===== src/rtl/mem_arbiter_if.sv =====
// mem_arbiter_if
//   Bundles the requester-side and RAM-side signals of the memory arbiter.
//   The arbiter connects through the 'slave' modport; whatever drives it
//   (fetch/memory stages plus the RAM model) uses the 'master' modport.
//
//   Requester side : iREN, iaddr -> ihit, iload
//                    dREN, dWEN, daddr, dstore -> dhit, dload
//   RAM side       : ramREN, ramWEN, ramaddr, ramstore -> ramload, ram_ready
interface mem_arbiter_if;
    logic        iREN;
    logic [31:0] iaddr;
    logic        ihit;
    logic [31:0] iload;

    logic        dREN;
    logic        dWEN;
    logic [31:0] daddr;
    logic [31:0] dstore;
    logic        dhit;
    logic [31:0] dload;

    logic        ramREN;
    logic        ramWEN;
    logic [31:0] ramaddr;
    logic [31:0] ramstore;
    logic [31:0] ramload;
    logic        ram_ready;

    modport slave (
        input  iREN, iaddr, dREN, dWEN, daddr, dstore, ramload, ram_ready,
        output ihit, iload, dhit, dload, ramREN, ramWEN, ramaddr, ramstore
    );

    modport master (
        output iREN, iaddr, dREN, dWEN, daddr, dstore, ramload, ram_ready,
        input  ihit, iload, dhit, dload, ramREN, ramWEN, ramaddr, ramstore
    );
endinterface


===== src/rtl/mem_arbiter.sv =====
// mem_arbiter
//   Shares the single RAM port between the instruction-fetch requester and
//   the data requester. Every access walks IDLE -> IACC/DACC -> DONE: the
//   winning request is latched in IDLE, the RAM strobe is held until
//   ram_ready, and the owner gets a one-cycle hit in DONE with registered
//   load data. Data requests win over fetches.
//
//   Ports:
//     CLK  - clock, rising edge
//     RST  - synchronous active-high reset
//     bus  - mem_arbiter_if.slave (requester handshakes and RAM port)
//
//   Parameter:
//     DSTREAK - data grants allowed while a fetch waits before the fetch is
//               forced through (only used with the starvation guard)
//
//   Build option:
//     ARB_STARVE_GUARD_EN - when defined, builds the 3-bit 'streak' counter
//                           that periodically lets a pending fetch through.
//                           Undefined gives strict data priority.
module mem_arbiter #(
    parameter int DSTREAK = 4
) (
    input logic         CLK,
    input logic         RST,
    mem_arbiter_if.slave bus
);

    typedef enum logic [1:0] {IDLE, IACC, DACC, DONE} state_t;

    state_t      state, nextState;
    logic [31:0] latAddr;
    logic [31:0] latStore;
    logic        latWrite;
    logic        latData;
    logic        dropped;
    logic [31:0] iloadReg;
    logic [31:0] dloadReg;
    logic        dataReq;
    logic        forceFetch;

    assign dataReq = bus.dREN || bus.dWEN;

`ifdef ARB_STARVE_GUARD_EN
    logic [2:0] streak;

    assign forceFetch = bus.iREN && (streak == 3'(DSTREAK));

    // Counts data grants that overtook a waiting fetch; any IDLE decision
    // with no fetch waiting, or any fetch grant, starts the count over.
    always_ff @(posedge CLK) begin
        if (RST) begin
            streak <= 3'd0;
        end else if (state == IDLE) begin
            if (nextState == DACC && bus.iREN)
                streak <= streak + 3'd1;
            else
                streak <= 3'd0;
        end
    end
`else
    assign forceFetch = 1'b0;
`endif

    always_ff @(posedge CLK) begin
        if (RST)
            state <= IDLE;
        else
            state <= nextState;
    end

    always_comb begin
        nextState = state;
        case (state)
            IDLE: begin
                if (forceFetch)
                    nextState = IACC;
                else if (dataReq)
                    nextState = DACC;
                else if (bus.iREN)
                    nextState = IACC;
            end
            IACC, DACC: begin
                if (bus.ram_ready)
                    nextState = DONE;
            end
            default: nextState = IDLE;
        endcase
    end

    // Strobes and hits decode from registered state only, so request inputs
    // never reach the RAM combinationally.
    always_comb begin
        bus.ramREN = 1'b0;
        bus.ramWEN = 1'b0;
        bus.ihit   = 1'b0;
        bus.dhit   = 1'b0;
        case (state)
            IACC: bus.ramREN = 1'b1;
            DACC: begin
                bus.ramREN = !latWrite;
                bus.ramWEN = latWrite;
            end
            DONE: begin
                bus.ihit = !latData && !dropped;
                bus.dhit = latData && !dropped;
            end
            default: ;
        endcase
    end

    // Access latches and load registers. 'dropped' remembers that the owner
    // let go of its request at some point during the access, which cancels
    // the hit but not the RAM transfer or the load update.
    always_ff @(posedge CLK) begin
        if (RST) begin
            latAddr  <= 32'd0;
            latStore <= 32'd0;
            latWrite <= 1'b0;
            latData  <= 1'b0;
            dropped  <= 1'b0;
            iloadReg <= 32'd0;
            dloadReg <= 32'd0;
        end else begin
            case (state)
                IDLE: begin
                    dropped <= 1'b0;
                    if (nextState == DACC) begin
                        latAddr  <= bus.daddr;
                        latStore <= bus.dstore;
                        latWrite <= bus.dWEN;
                        latData  <= 1'b1;
                    end else if (nextState == IACC) begin
                        latAddr  <= bus.iaddr;
                        latData  <= 1'b0;
                    end
                end
                IACC: begin
                    if (!bus.iREN)
                        dropped <= 1'b1;
                    if (bus.ram_ready)
                        iloadReg <= bus.ramload;
                end
                DACC: begin
                    if (!dataReq)
                        dropped <= 1'b1;
                    if (bus.ram_ready && !latWrite)
                        dloadReg <= bus.ramload;
                end
                default: ;
            endcase
        end
    end

    assign bus.ramaddr  = latAddr;
    assign bus.ramstore = latStore;
    assign bus.iload    = iloadReg;
    assign bus.dload    = dloadReg;

endmodule

===== src/flat_wrapper.sv =====
// flat-port wrapper written by rule: the top's interface ports become plain ports
module mem_arbiter_flat 
#(
    parameter int DSTREAK = 4
)
  (CLK, RST, bus_iREN, bus_iaddr, bus_dREN, bus_dWEN, bus_daddr, bus_dstore, bus_ramload, bus_ram_ready, bus_ihit, bus_iload, bus_dhit, bus_dload, bus_ramREN, bus_ramWEN, bus_ramaddr, bus_ramstore);
  mem_arbiter_if bus_i ();
  input logic CLK;
  input logic RST;
  input wire logic [$bits(bus_i.iREN)-1:0] bus_iREN;
  input wire logic [$bits(bus_i.iaddr)-1:0] bus_iaddr;
  input wire logic [$bits(bus_i.dREN)-1:0] bus_dREN;
  input wire logic [$bits(bus_i.dWEN)-1:0] bus_dWEN;
  input wire logic [$bits(bus_i.daddr)-1:0] bus_daddr;
  input wire logic [$bits(bus_i.dstore)-1:0] bus_dstore;
  input wire logic [$bits(bus_i.ramload)-1:0] bus_ramload;
  input wire logic [$bits(bus_i.ram_ready)-1:0] bus_ram_ready;
  output wire logic [$bits(bus_i.ihit)-1:0] bus_ihit;
  output wire logic [$bits(bus_i.iload)-1:0] bus_iload;
  output wire logic [$bits(bus_i.dhit)-1:0] bus_dhit;
  output wire logic [$bits(bus_i.dload)-1:0] bus_dload;
  output wire logic [$bits(bus_i.ramREN)-1:0] bus_ramREN;
  output wire logic [$bits(bus_i.ramWEN)-1:0] bus_ramWEN;
  output wire logic [$bits(bus_i.ramaddr)-1:0] bus_ramaddr;
  output wire logic [$bits(bus_i.ramstore)-1:0] bus_ramstore;
  assign bus_i.iREN = bus_iREN;
  assign bus_i.iaddr = bus_iaddr;
  assign bus_i.dREN = bus_dREN;
  assign bus_i.dWEN = bus_dWEN;
  assign bus_i.daddr = bus_daddr;
  assign bus_i.dstore = bus_dstore;
  assign bus_i.ramload = bus_ramload;
  assign bus_i.ram_ready = bus_ram_ready;
  assign bus_ihit = bus_i.ihit;
  assign bus_iload = bus_i.iload;
  assign bus_dhit = bus_i.dhit;
  assign bus_dload = bus_i.dload;
  assign bus_ramREN = bus_i.ramREN;
  assign bus_ramWEN = bus_i.ramWEN;
  assign bus_ramaddr = bus_i.ramaddr;
  assign bus_ramstore = bus_i.ramstore;
  mem_arbiter #(.DSTREAK(DSTREAK)) u_core (.CLK(CLK), .RST(RST), .bus(bus_i));
endmodule

===== config.mk =====
export PLATFORM = sky130hd
export DESIGN_NAME = mem_arbiter_flat
export DESIGN_NICKNAME = d
export VERILOG_FILES = /design/src/rtl/mem_arbiter_if.sv /design/src/rtl/mem_arbiter.sv /design/src/flat_wrapper.sv
export SDC_FILE = /design/constraint.sdc
export NUM_CORES = 1
export LEC_CHECK = 0
export BUFFER_PORTS_ARGS = -buffer_cell sky130_fd_sc_hd__buf_4
export CAP_MARGIN = 20
export CORE_UTILIZATION = 49
export CTS_CLUSTER_DIAMETER = 50
export CTS_CLUSTER_SIZE = 30
export DETAILED_ROUTE_END_ITERATION = 10
export PLACE_DENSITY_LB_ADDON = 0.3
export SLEW_MARGIN = 20
export SYNTH_ARGS = -nofsm -noshare
export SYNTH_HDL_FRONTEND = slang
export SYNTH_SLANG_ARGS = --single-unit

===== constraint.sdc =====
create_clock -name CLK -period 5.5 [get_ports CLK]
set_input_delay 0.825 -clock CLK [delete_from_list [all_inputs] [get_ports CLK]]
set_output_delay 0.825 -clock CLK [all_outputs]
set_load 0.01 [all_outputs]

After elaboration in Yosys (flattened, before gate mapping)
Cells that the tools add are included.

operators by class
  reduce and logical (&&, ||, !) cells = 16
  multiplexer cells = 15
  equality and inequality tests = 7

operators by type and width
  operator                                                         number
  32-bit 2-to-1 mux                                                2
  2-bit AND reduction                                              4
  1-bit 2-to-1 mux                                                 7
  2-bit == test, second input constant                             3
  2-bit 2-to-1 mux                                                 3
  2-bit by 1-bit == test with 1-bit output, second input constant  2
  2-bit inequality test, second input constant                     2
  2-bit one-hot mux with 2 select lines                            1
  1-bit logical AND                                                3
  1-bit zero test                                                  3
  1-bit one-hot mux with 3 select lines                            1
  3-bit AND reduction                                              1
  3-bit nonzero test                                               1
  2-bit zero test                                                  1
  1-bit one-hot mux with 2 select lines                            1
  2-bit nonzero test                                               1
  2-bit OR reduction                                               1
  1-bit logical OR                                                 1

word-level totals
  register bits after elaboration = 133
  output and inout port bits = 132
  input port bits = 134

Logic depth before layout (Yosys ltp)
  depth after elaboration = 6
  depth in mapped cells = 12

Least setup slack after synthesis
Ideal clock, no wire load.

  kind = in2reg
  start point = input bus_dWEN
  end point = register u_core.latAddr[10] (netlist: u_core.bus.ramaddr[10])
  stages on the path = 8
  setup time = 81 ps
  buffers on the path = 2
  setup slack = 3,031 ps
  arrival = 2,388 ps
  cells stage by stage = o41a_1 > or2_1 > ha_1 > and2b_1 > buf_6 > buf_6 > nor2_1 > a211oi_2

between the ends
  longest elaborated chain between the ends = 6

RTL lines
  element                                                                           line                                    text
  start: declaration                                                                flat_wrapper.sv:13                      input wire logic [$bits(bus_i.dWEN)-1:0] bus_dWEN;
  1-bit logical OR (*)                                                              mem_arbiter.sv:42                       assign dataReq = bus.dREN || bus.dWEN;
  2-bit 2-to-1 mux (*)                                                              mem_arbiter.sv:78                       else if (dataReq)
  2-bit one-hot mux with 2 select lines (*)                                         mem_arbiter.sv:74                       case (state)
  2-bit by 1-bit == test with 1-bit output / 2-bit == test (equally long branches)  mem_arbiter.sv:133, mem_arbiter.sv:128
  2-bit nonzero test (no source line)                                               --
  2-bit AND reduction (no source line)                                              --
  end signal: assignment                                                            mem_arbiter.sv:129                      latAddr <= bus.daddr;
  end signal: assignment                                                            mem_arbiter.sv:134                      latAddr <= bus.iaddr;
  end: declaration                                                                  mem_arbiter.sv:32                       logic [31:0] latAddr;

Mark *: on every way between the ends. The rest lies on a longest branch, timed or not.
A chain may end at the register's enable or synchronous reset.

Worst setup path after layout
  start point = register u_core.state[0]
  end point = register u_core.latStore[29] (netlist: u_core.bus.ramstore[29])

between the ends
  longest elaborated chain between the ends = 5

RTL lines
  element                                                           line                                  text
  start: declaration                                                mem_arbiter.sv:31                     state_t state, nextState;
  start signal: assignment                                          mem_arbiter.sv:69                     state <= nextState;
  2-bit by 1-bit == test with 1-bit output (tied with other cells)  mem_arbiter.sv:74
  2-bit OR reduction / 2-bit 2-to-1 mux (equally long branches)     mem_arbiter.sv:74, mem_arbiter.sv:78
  2-bit one-hot mux with 2 select lines                             mem_arbiter.sv:74
  2-bit == test                                                     mem_arbiter.sv:128                    if (nextState == DACC) begin
  2-bit AND reduction (no source line) (*)                          --
  end signal: assignment                                            mem_arbiter.sv:130                    latStore <= bus.dstore;
  end: declaration                                                  mem_arbiter.sv:33                     logic [31:0] latStore;

Marked as above.

==> impl_metrics.py <==
metrics = {
    "outcome": {
        "status": "finished, final reports clean",
    },
    "place": {
        "placed_cells": 965,
        "globalplace.congestion": 0.846,
        "hpwl_um": 10200,
        "place_area_um2": 7140,
        "port_buffers": 265,
    },
    "die": {
        "core_area_um2": 10300,
        "start_util_pct": 50.3,
        "die_h_um": 105,
        "io-pin-count": 266,
        "die_x_um": 105,
        "fp-row-count": 37,
        "dieArea_um2": 11000,
    },
    "logic_synthesis": {
        "syn_inst": 605,
        "yosysWarnings": 0,
        "synthTopCellsByArea": "dfxtp_1 51%, nand2_1 14%, a21oi_1 9.4%",
        "synth_ff_type": "dfxtp_1",
        "synth_edf_count": 0,
        "netlist.area_leader.share_pct": 51.3,
        "syn_nets": 744,
        "ys_seq_area_share_pct": 51.3,
        "synth-async-reset-ratio_pct": 0,
        "ys_ff_latch": 133,
        "yosysUniqueCellTypes": 29,
        "syn-cell-area_um2": 5190,
        "synth.avg_cell_area_um2": 8.59,
        "yosysTopAreaCell": "dfxtp_1",
    },
    "layout": {
        "utilization_pct": 74.3,
        "num_antenna_cells": 0,
        "fillers": 765,
        "final_common_cell": "buf_4",
        "fin_cells": 997,
        "multi_input_area_um2": 2260,
        "syn2layout_area_growth_pct": 47.6,
        "drive_gt1_share_pct": 37.9,
        "finalNetCount": 987,
        "final_cell_mix": "271 x buf_4, 196 x nand2_1, 133 x dfxtp_1",
        "design_area_um2": 7670,
        "seq_area_um2": 2660,
    },
    "flow_run": {
        "drv_cap": 0,
    },
    "timing": {
        "fin_crit_ns": 3.35,
        "relSlewSlack_pct": 28.2,
        "drv_slew": 0,
        "max_freq_ghz": 0.299,
        "rsz0062_at_grt": "false",
        "finalCritPeriodShare_pct": 60.9,
        "hold_viol_final": 0,
        "tns_ns": 0,
        "setup_viol": 0,
        "worstMarginPinSlew_ns": 1.07,
        "timing.clock.skew_ns": 0.00677,
    },
    "pwr": {
        "pwr-share-comb_pct": 37.1,
        "p_sw_share_pct": 35.1,
        "p_switching_uw": 1260,
        "pwr-share-seq_pct": 35.3,
        "p_per_area_nw_per_um2": 466,
        "p_leak_uw": 0.00337,
        "totalPowerFinal_uw": 3570,
        "intPower_uw": 2320,
        "clockPowerShare_pct": 27.6,
        "peakVddDrop_uv": 272,
    },
    "detailed_routing": {
        "wl_met3_um": 949,
        "dr.first_iter.drc_count": 299,
        "highest_layer": "met4",
        "drt-total-wl_um": 14400,
        "final_antenna_net_count": 0,
        "wl_met1_um": 5840,
        "first_pass_iters": 4,
        "drc_errors": 0,
        "drt-vias-per-instance": 5.02,
        "vias": 5008,
        "wl_per_cell_um": 14.5,
        "wl_met2_um": 7280,
    },
    "critical_path": {
        "cpPeakStageDelay_ns": 0.72,
        "required_ns": 5.84,
        "path_class": "flop to flop",
        "worstPathArrival_ns": 3.69,
        "crit_path_end_kind": "flop",
        "critPathLaunchType": "flop",
        "critical_path.max_fanout": 33,
        "r2r_setup_slack_ns": 2.15,
        "cp_slowest_cell": "nand2_1",
        "cp_common_cell": "nand2_1",
        "critical_path.cell_chain": "inv_1, ha_1, o21ai_0, o41a_1, or2_1, ha_2, buf_4, nand2_1, nand2_1, a21oi_1",
    },
    "clock_tree": {
        "cts_root_buffer": "clkbuf_8",
        "cts_inserted_buffers": 17,
        "worst_setup_hold_path_clk_slew_ns": 0.06,
        "clk_path_buf_depth": 2,
        "cts.repair.resized": 0,
        "numClockSinks": 133,
        "cts_tree": "done",
        "htreeDepth": 4,
        "cts_setup_buffers": 0,
        "cts_hold_buf": 0,
        "clk-insertion-delay-late_ns": 0.51,
    },
    "global_routing": {
        "grt.total_usage_pct": 26.3,
        "grt_start_max_net_pins": 89,
        "grt_first_pass_wirelength_um": 23100,
        "grt_pass1_vias": 4789,
        "antenna_found_initial": 0,
        "grt_overflow": 0,
    },
    "min_path": {
        "hold_path.class": "flop to flop",
    },
}
[worst paths after layout]
check                                             start                      end  cells past startpoint
worst max-delay path                    u_core.state[0]  u_core.bus.ramstore[29]                     10
worst min-delay path            u_core.bus.ramstore[30]  u_core.bus.ramstore[30]                      2
worst max register to register          u_core.state[0]  u_core.bus.ramstore[29]                     10
worst min register to register  u_core.bus.ramstore[30]  u_core.bus.ramstore[30]                      2
[layer usage]
metal	vias to the layer above	GRT usage, %
li1	2498	-
met1	2294	30.3
met2	191	45.7
met3	25	6.99
met4	0	11.3
met5	-	0
[state kept, by name (all words and copies together) (netlist names)]
signal	flops
u_core.bus.ramaddr	32
u_core.state	2
u_core.bus.ramstore	32
u_core.latWrite	1
u_core.bus.iload	32
u_core.bus.dload	32
u_core.dropped	1
u_core.latData	1
[power by group through the flow]
stage / Sequential (µW) / Combinational [µW] / Clock [µW]
6_report: 1260 / 1330 / 987
5_1_grt: 1280 / 1450 / 1050
4_1_cts: 1260 / 1330 / 1000
3_5_place_dp: 1280 / 1330 / 0
3_3_place_gp: 1270 / 1280 / 0
2_1_floorplan: 1340 / 839 / 0
[cell families after synthesis]
| logic type | after synthesis | share of synthesized area (%) |
|---|---|---|
| compound gates | 138 | 17.1 |
| fa+ha+maj | 5 | 1.20 |
| buf+inv | 50 | 5.37 |
| flops | 133 | 51.3 |
| mux | 34 | 6.55 |
| simple gates | 245 | 18.5 |
[area by class of cell]
cell class	instances	area share [%]
clock buffer	20	5.81
sequential	133	34.7
multi-input combinational	422	29.5
tap	136	2.22
timing repair buffer	271	26.5
clock inverter	12	1.06
inverter	3	0.147
[worst max-delay path: cells and delay by family (launching register included)]
kind	cells	cell delay, ns
and+or+nand+nor	3	1.11
adders and majority gates	2	0.75
buffers and inverters	2	0.52
DFF	1	0.40
AOI/OAI and AO/OA	3	0.39
[Yosys cell counts (4+ instances only)]
library cell	count
buf_2	16
nand2_1	197
nor2_1	34
a21oi_1	98
a211oi_2	20
dfxtp_1	133
clkbuf_1	12
buf_1	4
a211oi_1	13
buf_6	4
mux2i_1	34
ha_1	5
buf_4	10
[through the flow]
step	worst slack [ns]	hold WS, ns
finish	2.15	0.454
detailed placement	1.88	0.448
global route	1.84	0.474
CTS	2.07	0.456
floorplan	3.03	0.461
global placement	2.07	0.442
No activity file was read; power rests on OpenSTA's default activity.
